==> config.mk <==
export PLATFORM = sky130hd
export DESIGN_NAME = filter_line_feeder
export DESIGN_NICKNAME = d
export VERILOG_FILES = /design/src/rtl/filter_line_feeder.sv
export SDC_FILE = /design/constraint.sdc
export NUM_CORES = 1
export LEC_CHECK = 0
export ABC_CLOCK_PERIOD_IN_PS = 6240
export CAP_MARGIN = 20
export CORE_MARGIN = 2
export CORE_UTILIZATION = 26
export CTS_BUF_LIST = sky130_fd_sc_hd__clkbuf_4
export CTS_CLUSTER_SIZE = 24
export DETAILED_ROUTE_END_ITERATION = 8
export GPL_ROUTABILITY_DRIVEN = 0
export GPL_TIMING_DRIVEN = 0
export SLEW_MARGIN = 25
export SYNTH_ARGS = -nofsm -noshare
export SYNTH_HDL_FRONTEND = slang
export SYNTH_SLANG_ARGS = --single-unit
==> constraint.sdc <==
create_clock -name clk -period 6.24 [get_ports clk]
set_input_delay 1.248 -clock clk [delete_from_list [all_inputs] [get_ports clk]]
set_output_delay 1.248 -clock clk [all_outputs]
set_load 0.005 [all_outputs]
==> src/rtl/filter_line_feeder.sv <==
// filter_line_feeder: upstream sequencer for the 3x3 line-buffer filter.
// Buffers an RGB565 raster stream in a small FIFO, writes each pixel into the
// filter at the current column cursor, waits for the filtered result and
// re-emits it downstream with start-of-frame / end-of-line markers.
// Optional build macro: FEEDER_BORDER_ZERO_EN zeroes the output pixel on the
// frame border, where the filter has no valid 3x3 neighbourhood.
module filter_line_feeder #(
  parameter int BLOCK_LENGTH = 720,
  parameter int LINES        = 480,
  parameter int FIFO_DEPTH   = 16,
  parameter int MIN_WAIT     = 3,
  parameter int RDY_TIMEOUT  = 15
) (
  input  logic        clk,
  input  logic        reset,
  input  logic [15:0] s_data,
  input  logic        s_sof,
  input  logic        s_valid,
  output logic        s_ready,
  output logic [15:0] f_d_in,
  output logic        f_wren,
  output logic [9:0]  f_cursor,
  input  logic        f_d_rdy,
  input  logic [15:0] f_d_out,
  output logic [15:0] m_data,
  output logic        m_sof,
  output logic        m_eol,
  output logic        m_valid,
  input  logic        m_ready,
  output logic        busy,
  output logic        err_timeout
);

  localparam int PTR_W  = $clog2(FIFO_DEPTH);
  localparam int CNT_W  = PTR_W + 1;
  localparam int ROW_W  = $clog2(LINES);
  localparam int WAIT_W = $clog2(RDY_TIMEOUT + 1);

  localparam logic [9:0]        COL_LAST     = 10'(BLOCK_LENGTH - 1);
  localparam logic [ROW_W-1:0]  ROW_LAST     = ROW_W'(LINES - 1);
  localparam logic [WAIT_W-1:0] WAIT_MIN     = WAIT_W'(MIN_WAIT - 1);
  localparam logic [WAIT_W-1:0] WAIT_TIMEOUT = WAIT_W'(RDY_TIMEOUT - 1);
  localparam logic [CNT_W-1:0]  FIFO_FULL    = CNT_W'(FIFO_DEPTH);

  typedef enum logic [1:0] {
    ST_IDLE  = 2'd0,
    ST_WRITE = 2'd1,
    ST_WAIT  = 2'd2,
    ST_OUT   = 2'd3
  } state_t;

  state_t state, state_nxt;

  // FIFO storage: each entry is {sof, data}
  logic [16:0]       fifo_mem [FIFO_DEPTH];
  logic [PTR_W-1:0]  wr_ptr;
  logic [PTR_W-1:0]  rd_ptr;
  logic [CNT_W-1:0]  fifo_cnt;
  logic              fifo_empty;
  logic [16:0]       head;
  logic              push;
  logic              pop;

  // Raster position and per-pixel sequencing state
  logic [9:0]        col;
  logic [ROW_W-1:0]  row;
  logic [WAIT_W-1:0] wait_cnt;
  logic [15:0]       data_q;
  logic              resync;
  logic              take_result;
  logic              timeout_hit;
  logic              beat_done;

  assign fifo_empty = (fifo_cnt == '0);
  assign s_ready    = (fifo_cnt != FIFO_FULL);
  assign push       = s_valid && s_ready;
  assign head       = fifo_mem[rd_ptr];

  // FIFO payload write; storage needs no reset since the count guards reads
  always_ff @(posedge clk) begin
    if (push) begin
      fifo_mem[wr_ptr] <= {s_sof, s_data};
    end
  end

  // FIFO pointers and occupancy; power-of-two depth lets the pointers wrap naturally
  always_ff @(posedge clk or negedge reset) begin
    if (!reset) begin
      wr_ptr   <= '0;
      rd_ptr   <= '0;
      fifo_cnt <= '0;
    end else begin
      if (push) begin
        wr_ptr <= wr_ptr + 1'b1;
      end
      if (pop) begin
        rd_ptr <= rd_ptr + 1'b1;
      end
      case ({push, pop})
        2'b10:   fifo_cnt <= fifo_cnt + 1'b1;
        2'b01:   fifo_cnt <= fifo_cnt - 1'b1;
        default: fifo_cnt <= fifo_cnt;
      endcase
    end
  end

  // FSM state register
  always_ff @(posedge clk or negedge reset) begin
    if (!reset) begin
      state <= ST_IDLE;
    end else begin
      state <= state_nxt;
    end
  end

  // FSM next-state and per-cycle control strobes
  always_comb begin
    state_nxt   = state;
    pop         = 1'b0;
    resync      = 1'b0;
    take_result = 1'b0;
    timeout_hit = 1'b0;
    beat_done   = 1'b0;
    case (state)
      ST_IDLE: begin
        if (!fifo_empty) begin
          state_nxt = ST_WRITE;
          resync    = head[16] && ((col != '0) || (row != '0));
        end
      end
      ST_WRITE: begin
        pop       = 1'b1;
        state_nxt = ST_WAIT;
      end
      ST_WAIT: begin
        if ((wait_cnt >= WAIT_MIN) && f_d_rdy) begin
          take_result = 1'b1;
          state_nxt   = ST_OUT;
        end else if (wait_cnt == WAIT_TIMEOUT) begin
          take_result = 1'b1;
          timeout_hit = 1'b1;
          state_nxt   = ST_OUT;
        end
      end
      ST_OUT: begin
        if (m_ready) begin
          beat_done = 1'b1;
          state_nxt = ST_IDLE;
        end
      end
      default: state_nxt = ST_IDLE;
    endcase
  end

  // Column/row tracking: resync on an early start-of-frame, advance on each accepted beat
  always_ff @(posedge clk or negedge reset) begin
    if (!reset) begin
      col <= '0;
      row <= '0;
    end else if (resync) begin
      col <= '0;
      row <= '0;
    end else if (beat_done) begin
      if (col == COL_LAST) begin
        col <= '0;
        row <= (row == ROW_LAST) ? '0 : row + 1'b1;
      end else begin
        col <= col + 1'b1;
      end
    end
  end

  // WAIT cycle counter, cleared while writing the pixel into the filter
  always_ff @(posedge clk or negedge reset) begin
    if (!reset) begin
      wait_cnt <= '0;
    end else if (state == ST_WRITE) begin
      wait_cnt <= '0;
    end else if (state == ST_WAIT) begin
      wait_cnt <= wait_cnt + 1'b1;
    end
  end

  // Capture the filter result, held stable through the output handshake
  always_ff @(posedge clk or negedge reset) begin
    if (!reset) begin
      data_q <= '0;
    end else if (take_result) begin
      data_q <= f_d_out;
    end
  end

  // Sticky timeout flag; only reset clears it
  always_ff @(posedge clk or negedge reset) begin
    if (!reset) begin
      err_timeout <= 1'b0;
    end else if (timeout_hit) begin
      err_timeout <= 1'b1;
    end
  end

  assign f_wren   = (state == ST_WRITE);
  assign f_d_in   = f_wren ? head[15:0] : 16'h0000;
  assign f_cursor = col;
  assign m_valid  = (state == ST_OUT);
  assign m_sof    = m_valid && (col == '0) && (row == '0);
  assign m_eol    = m_valid && (col == COL_LAST);
  assign busy     = (state != ST_IDLE) || !fifo_empty;

`ifdef FEEDER_BORDER_ZERO_EN
  logic on_border;
  assign on_border = (col == '0) || (col == COL_LAST) || (row == '0) || (row == ROW_LAST);
  assign m_data    = (m_valid && on_border) ? 16'h0000 : data_q;
`else
  assign m_data    = data_q;
`endif

endmodule

==> results of run 1 <==
## worst max-delay path, delay by kind of cell, from the launching register on
family	cells	cell delay, ps
flops	1	350
simple gates	1	230
buf+inv	4	1830
mux	2	860
## cell families (layout without fill, tap and decap cells)
family | after synthesis | in the layout
adder cells (fa/ha/maj) | 20 | 20
multiplexers | 105 | 105
buffers and inverters | 48 | 292
flip-flops | 327 | 327
other | 0 | 2
XOR/XNOR | 20 | 20
AND/OR/NAND/NOR | 125 | 125
AO/OA/AOI/OAI | 44 | 44
## final cells by class
cell class              instances  share of cell area
repair buffers                103             0.07030
clock inverters                24            0.007896
multi-input cells             314              0.2218
clock buffers                 117             0.05329
inverters                      15            0.003416
flip-flops and latches        327              0.5791
diodes                          2           0.0003037
plain buffers                  33             0.01222
well taps                     680             0.05162
## routing by layer
layer	vias up	wire, µm	global-route usage
met4	2	656	0.04093
met3	50	2160	0.03767
met1	3729	12930	0.1495
li1	3207	-	-
met2	261	14290	0.1834
met5	-	13	0
## how the worst max path moves through the flow
stage	end	slack, ps	cells past startpoint
floorplan	fifo_mem[3][0]	2840	4
global placement	fifo_mem[3][10]	980	5
detailed placement	f_d_in[5]	1730	7
CTS	f_d_in[5]	850	7
global route	f_d_in[6]	700	7
finish	f_d_in[6]	930	7
## Yosys cell counts, types with 3 or more instances
library cell,number,area share
mux2_2,19,0.016
a21boi_0,3,0.0017
mux4_2,77,0.13
inv_1,15,0.0042
clkbuf_1,15,0.0042
o21ai_0,10,0.0037
nor2_1,26,0.0073
nand3_1,12,0.0045
buf_2,9,0.0034
xnor2_1,8,0.0052
ha_1,20,0.019
nor3_1,13,0.0049
mux4_1,7,0.014
dfrtp_1,55,0.10
edfxtp_1,272,0.61
nand2_1,27,0.0076
nand4_1,5,0.0023
and2_1,21,0.0098
nand2b_1,6,0.0028
a21oi_1,8,0.0030
buf_6,4,0.0034
xor2_1,12,0.0079
o31ai_1,3,0.0017
## power groups by stage
stage	logic [mW]	registers, mW	clock network, mW
6_report	2.35	2.79	1.74
5_1_grt	2.56	2.82	1.93
4_1_cts	2.41	2.79	1.81
3_5_place_dp	2.41	2.84	0
3_3_place_gp	2.27	2.83	0
2_1_floorplan	1.47	2.82	0
## metrics by stage
step | cell area (µm²) | worst slack (ps) | instances
after floorplan | 13350 | 2838 | 689
after global routing | 16480 | 699.6 | 1614
after global placement | 15060 | 978.0 | 1455
after detailed placement | 15470 | 1729 | 1472
after CTS | 16480 | 852.3 | 1613
final | 16480 | 926.2 | 1615
## state kept, by name, indices dropped and copies added (netlist names)
register,cells
state,2
err_timeout,1
fifo_mem,272
m_data,16
f_cursor,10
wait_cnt,4
wr_ptr,4
row,9
fifo_cnt,5
rd_ptr,4
==> results.cfg, run 1 <==
[sta]
setup_tns_ps = 0
worst_pin_slew_ps = 966.1
slew_viol_final = 0
fmax_mhz = 188.2
grt_setup_unrepaired = no
hold_viol = 0
period_share = 0.8516
hold_ws_ps = 315.9
finalSetupViolations = 0
finClkSkew_ps = 52.94
finalCriticalPeriod_ps = 5314
slew_headroom = 0.3559

[place]
io_buffers = 86
dp_hpwl_mm = 19.26

[yosys]
synthSimpleGateAreaFrac = 0.04865
async_flop_share = 0.1682
syn_area_um2 = 13350
ys_seq_elements = 327
ys.flop_type = edfxtp_1
synth.avg_cell_area_um2 = 19.37
ys_types = 52
synthMuxAreaShare = 0.1612
syn_inst = 689
synth_top_family_by_area = multiplexers
synth_compound_gate_area_share = 0.02390
syn_nets = 747
synth_edf_count = 272
synthAdderAreaFrac = 0.01875
synthXorXnorAreaFrac = 0.01312
yosysSeqAreaShare = 0.7150
yosysWarnings = 0

[drt]
ant_nets = 0
post_drt_via_cell_ratio = 4.489
wl_mm = 30.04
vias = 7249
route.detailed.drc = 0
drtPass1Iterations = 5
drt_iter0_drc = 510
drt-wirelength-per-cell_um = 18.60

[clock_tree]
path_clk_slew_ps = 60
cts_tree = yes
post_cts_resized = 0
cts_setup_buffers = 0
cts_buffers = 89
h-tree-depth = 3
clock_path_buffers = 3
clock_sinks = 327
cts-root-buf = clkbuf_4
cts_hold_buf = 0
insertion_delay_ps = 800

[die]
die_h_um = 230.6
std_cell_rows = 83
fp.coreArea_um2 = 50990
die_w_um = 230.6
ios = 87
die_area_um2 = 53170
initial_core_util = 0.2618

[grt]
grt_max_degree = 51
grt_pass1_vias = 7543
antenna_found_initial = 2
grt_overflow = 0
grt_pass1_wl_mm = 45.77
track_usage = 0.1160

[finish]
multi_input_area_um2 = 3656
fill_cells = 4943
drive_gt1_frac = 0.2937
syn_to_final_growth_pct = 23.47
final_common_cell = edfxtp_1
post-route-util = 0.3232
area.sequential_um2 = 9544
layout_common_cells = edfxtp_1 (272), clkbuf_4 (117), clkdlybuf4s50_1 (85), mux4_2 (77), dfrtp_1 (55)
nNetsFinal = 941

[critical_path]
worstPathRequired_ps = 4990
cp_slowest_stage_delay_ps = 710
cp_slowest_cell = clkbuf_1
start_kind = flip-flop
r2r-start = fifo_cnt[1]
critPathArrivalTime_ps = 4070
end_kind = output port
r2r_cells = 15
reg2reg_setup_slack_ps = 2780
critPathLaunch = rd_ptr[1]
critical_path_class = reg -> out
reg2reg_to = fifo_cnt[4]
path_max_fanout = 10
cp_cell_sequence = clkbuf_1 > buf_2 > clkbuf_1 > mux4_2 > mux4_2 > and2_1 > clkdlybuf4s50_1

[pwr]
power.density_nw_per_um2 = 417.7
p_sw_mw = 2.144
finalPower_mw = 6.884
seq_power_share = 0.405
p_int_mw = 4.740
ir_worst_vdd_mv = 0.1620
p_leak_nw = 5.594
switching_share = 0.3115
power_frac_comb = 0.342
pwr-share-clk = 0.253

[outcome]
outcome = complete, no violations

[flow_run]
cap_viol_max_count = 0

[hold_path]
hold_class = in -> async
Note: power is estimated with default switching activity, not from simulation.
==> inputs of run 2 (changes only) <==
==> constraint.sdc (replaced) <==
create_clock -name clk -period 6.24 [get_ports clk]
set_input_delay 1.248 -clock clk [delete_from_list [all_inputs] [get_ports clk]]
set_output_delay 1.248 -clock clk [all_outputs]
set_load 0.1 [all_outputs]
==> results of run 2 <==
Same layout as run 1 (identical final DEF). Status: complete, no violations.
Main changes from that run: setup slack after placement 1729 ps -> 1203 ps; setup slack after layout 926.2 ps -> 403.6 ps; total power 6.884 mW -> 7.793 mW; worst IR drop on VDD 0.1620 mV -> 0.2322 mV
==> inputs of run 3 (changes only) <==
CORE_ASPECT_RATIO = 1.1   (was not set)
==> run 3 against run 2 <==
Clock-buffer cell count is 2 higher; sequential power hardly changed; power rose by 0.38%; non-clock buffer count grew 4; clock power is essentially flat; first-iteration DRC count is 15% higher; die area about the same; critical path depth unchanged; largest cell class unchanged; highest routed layer is now met4.
==> results.cfg, run 3 (same netlist as run 1, synthesis figures left out) <==
[finish]
final_common_cell = edfxtp_1
fill_cells = 4950
top_register = fifo_mem
area.sequential_um2 = 9544
nNetsFinal = 942
largest_reg_flops = 272
multi_input_area_um2 = 3656
final_cell_area_um2 = 16500
layout_common_cells = edfxtp_1 (272), clkbuf_4 (119), clkdlybuf4s50_1 (85), mux4_2 (77), dfrtp_1 (55)
instances_no_fill = 1606
drive_gt1_frac = 0.2967
post-route-util = 0.3239
syn_to_final_growth_pct = 23.63

[grt]
track_usage = 0.1174
grt_pass1_vias = 7590
grt_overflow = 0
grt_max_degree = 52
antenna_found_initial = 1
grt_pass1_wl_mm = 45.97

[die]
die_w_um = 220.0
die_area_um2 = 53170
die_h_um = 241.6
fp.coreArea_um2 = 50940
std_cell_rows = 87
ios = 87
initial_core_util = 0.2620

[sta]
slew_headroom = 0.3110
slew_viol_final = 0
hold_viol = 0
finalSetupViolations = 0
period_share = 0.9206
grt_setup_unrepaired = no
finalCriticalPeriod_ps = 5745
finClkSkew_ps = 49.15
setup_tns_ps = 0
worst_pin_slew_ps = 1030
fmax_mhz = 174.1

[clock_tree]
clock_sinks = 327
insertion_delay_ps = 790
path_clk_slew_ps = 60
cts_setup_buffers = 0
cts-root-buf = clkbuf_4
clock_path_buffers = 3
cts_hold_buf = 0
h-tree-depth = 3
post_cts_resized = 0
cts_tree = yes
cts_buffers = 86

[place]
dp_hpwl_mm = 19.39
placed_cell_area_um2 = 15490
io_buffers = 86
dpl.cell_count = 1463

[drt]
ant_nets = 0
drt_iter0_drc = 589
vias = 7245
drtPass1Iterations = 5
route.detailed.drc = 0
wl_mm = 30.72
drt-wirelength-per-cell_um = 19.13
post_drt_via_cell_ratio = 4.511

[critical_path]
worstPathRequired_ps = 4990
critical_path_class = reg -> out
start_kind = flip-flop
path_max_fanout = 10
critPathArrivalTime_ps = 4500
end_kind = output port

[pwr]
finalPower_mw = 7.823
ir_worst_vdd_mv = 0.3676
p_leak_nw = 5.614
power.density_nw_per_um2 = 474.1

[flow_run]
cap_viol_max_count = 0

[hold_path]
hold_class = in -> async

[outcome]
outcome = complete, no violations
-- run 3: cell types whose count changed in the layout (fill, tap and decap cells not counted), sizes merged --
cell      previous run  this run
inv                 19        17
buf                 36        40
clkbuf             132       134
clkinvlp             0         1
clkinv              20        19
-- run 3: worst max-delay path, cell delays in order, from the launching register on --
cell	delay, ps
dfrtp_1	350
clkbuf_1	260
buf_2	380
clkbuf_1	670
mux4_2	410
mux4_2	460
and2_1	230
clkdlybuf4s50_1	990
-- run 3: final cells by class --
class	instances	share of cell area
antenna	2	0.0003033
buffer	33	0.01221
clock buffer	119	0.05414
clock inverter	22	0.006975
inverter	15	0.003412
multi-input combinational	314	0.2215
sequential	327	0.5784
tap	667	0.05057
timing repair buffer	107	0.07248
-- run 3: path summary, 6_finish.rpt --
| kind | depth (start not counted) | slack [ps] | from | end |
|---|---|---|---|---|
| worst max-delay path | 7 | 500 | rd_ptr[1] | f_d_in[6] |
| worst min-delay path | 1 | 290 | reset | m_data[9] |
| worst max register to register | 15 | 2660 | fifo_cnt[1] | fifo_cnt[4] |
| worst min register to register | 1 | 500 | fifo_cnt[4] | fifo_cnt[4] |
| max in group asynchronous | 2 | 5460 | reset | row[3] |
| min in group clk | 1 | 500 | fifo_cnt[4] | fifo_cnt[4] |
-- run 3: per-stage QoR --
stage	worst slack [ps]	hold WS, ps
6_report	495.3	294.2
5_1_grt	225.7	225.8
4_1_cts	329.9	184.1
3_5_place_dp	1213	491.5
3_3_place_gp	822.5	453.9
2_1_floorplan	2410	460.1
-- run 3: per-layer routing --
metal / vias to the layer above / part of all wire / global-route usage
li1: 3211 / - / -
met1: 3739 / 0.41 / 0.1437
met2: 246 / 0.49 / 0.1894
met3: 49 / 0.073 / 0.03937
met4: 0 / 0.023 / 0.04797
met5: - / 0 / 0
-- run 3: power by group --
group / leakage [nW] / switching (mW) / total, mW / internal, mW
registers: 3.16 / 0.111 / 2.79 / 2.68
logic: 1.86 / 2.09 / 3.28 / 1.19
clock network: 0.598 / 0.874 / 1.75 / 0.881
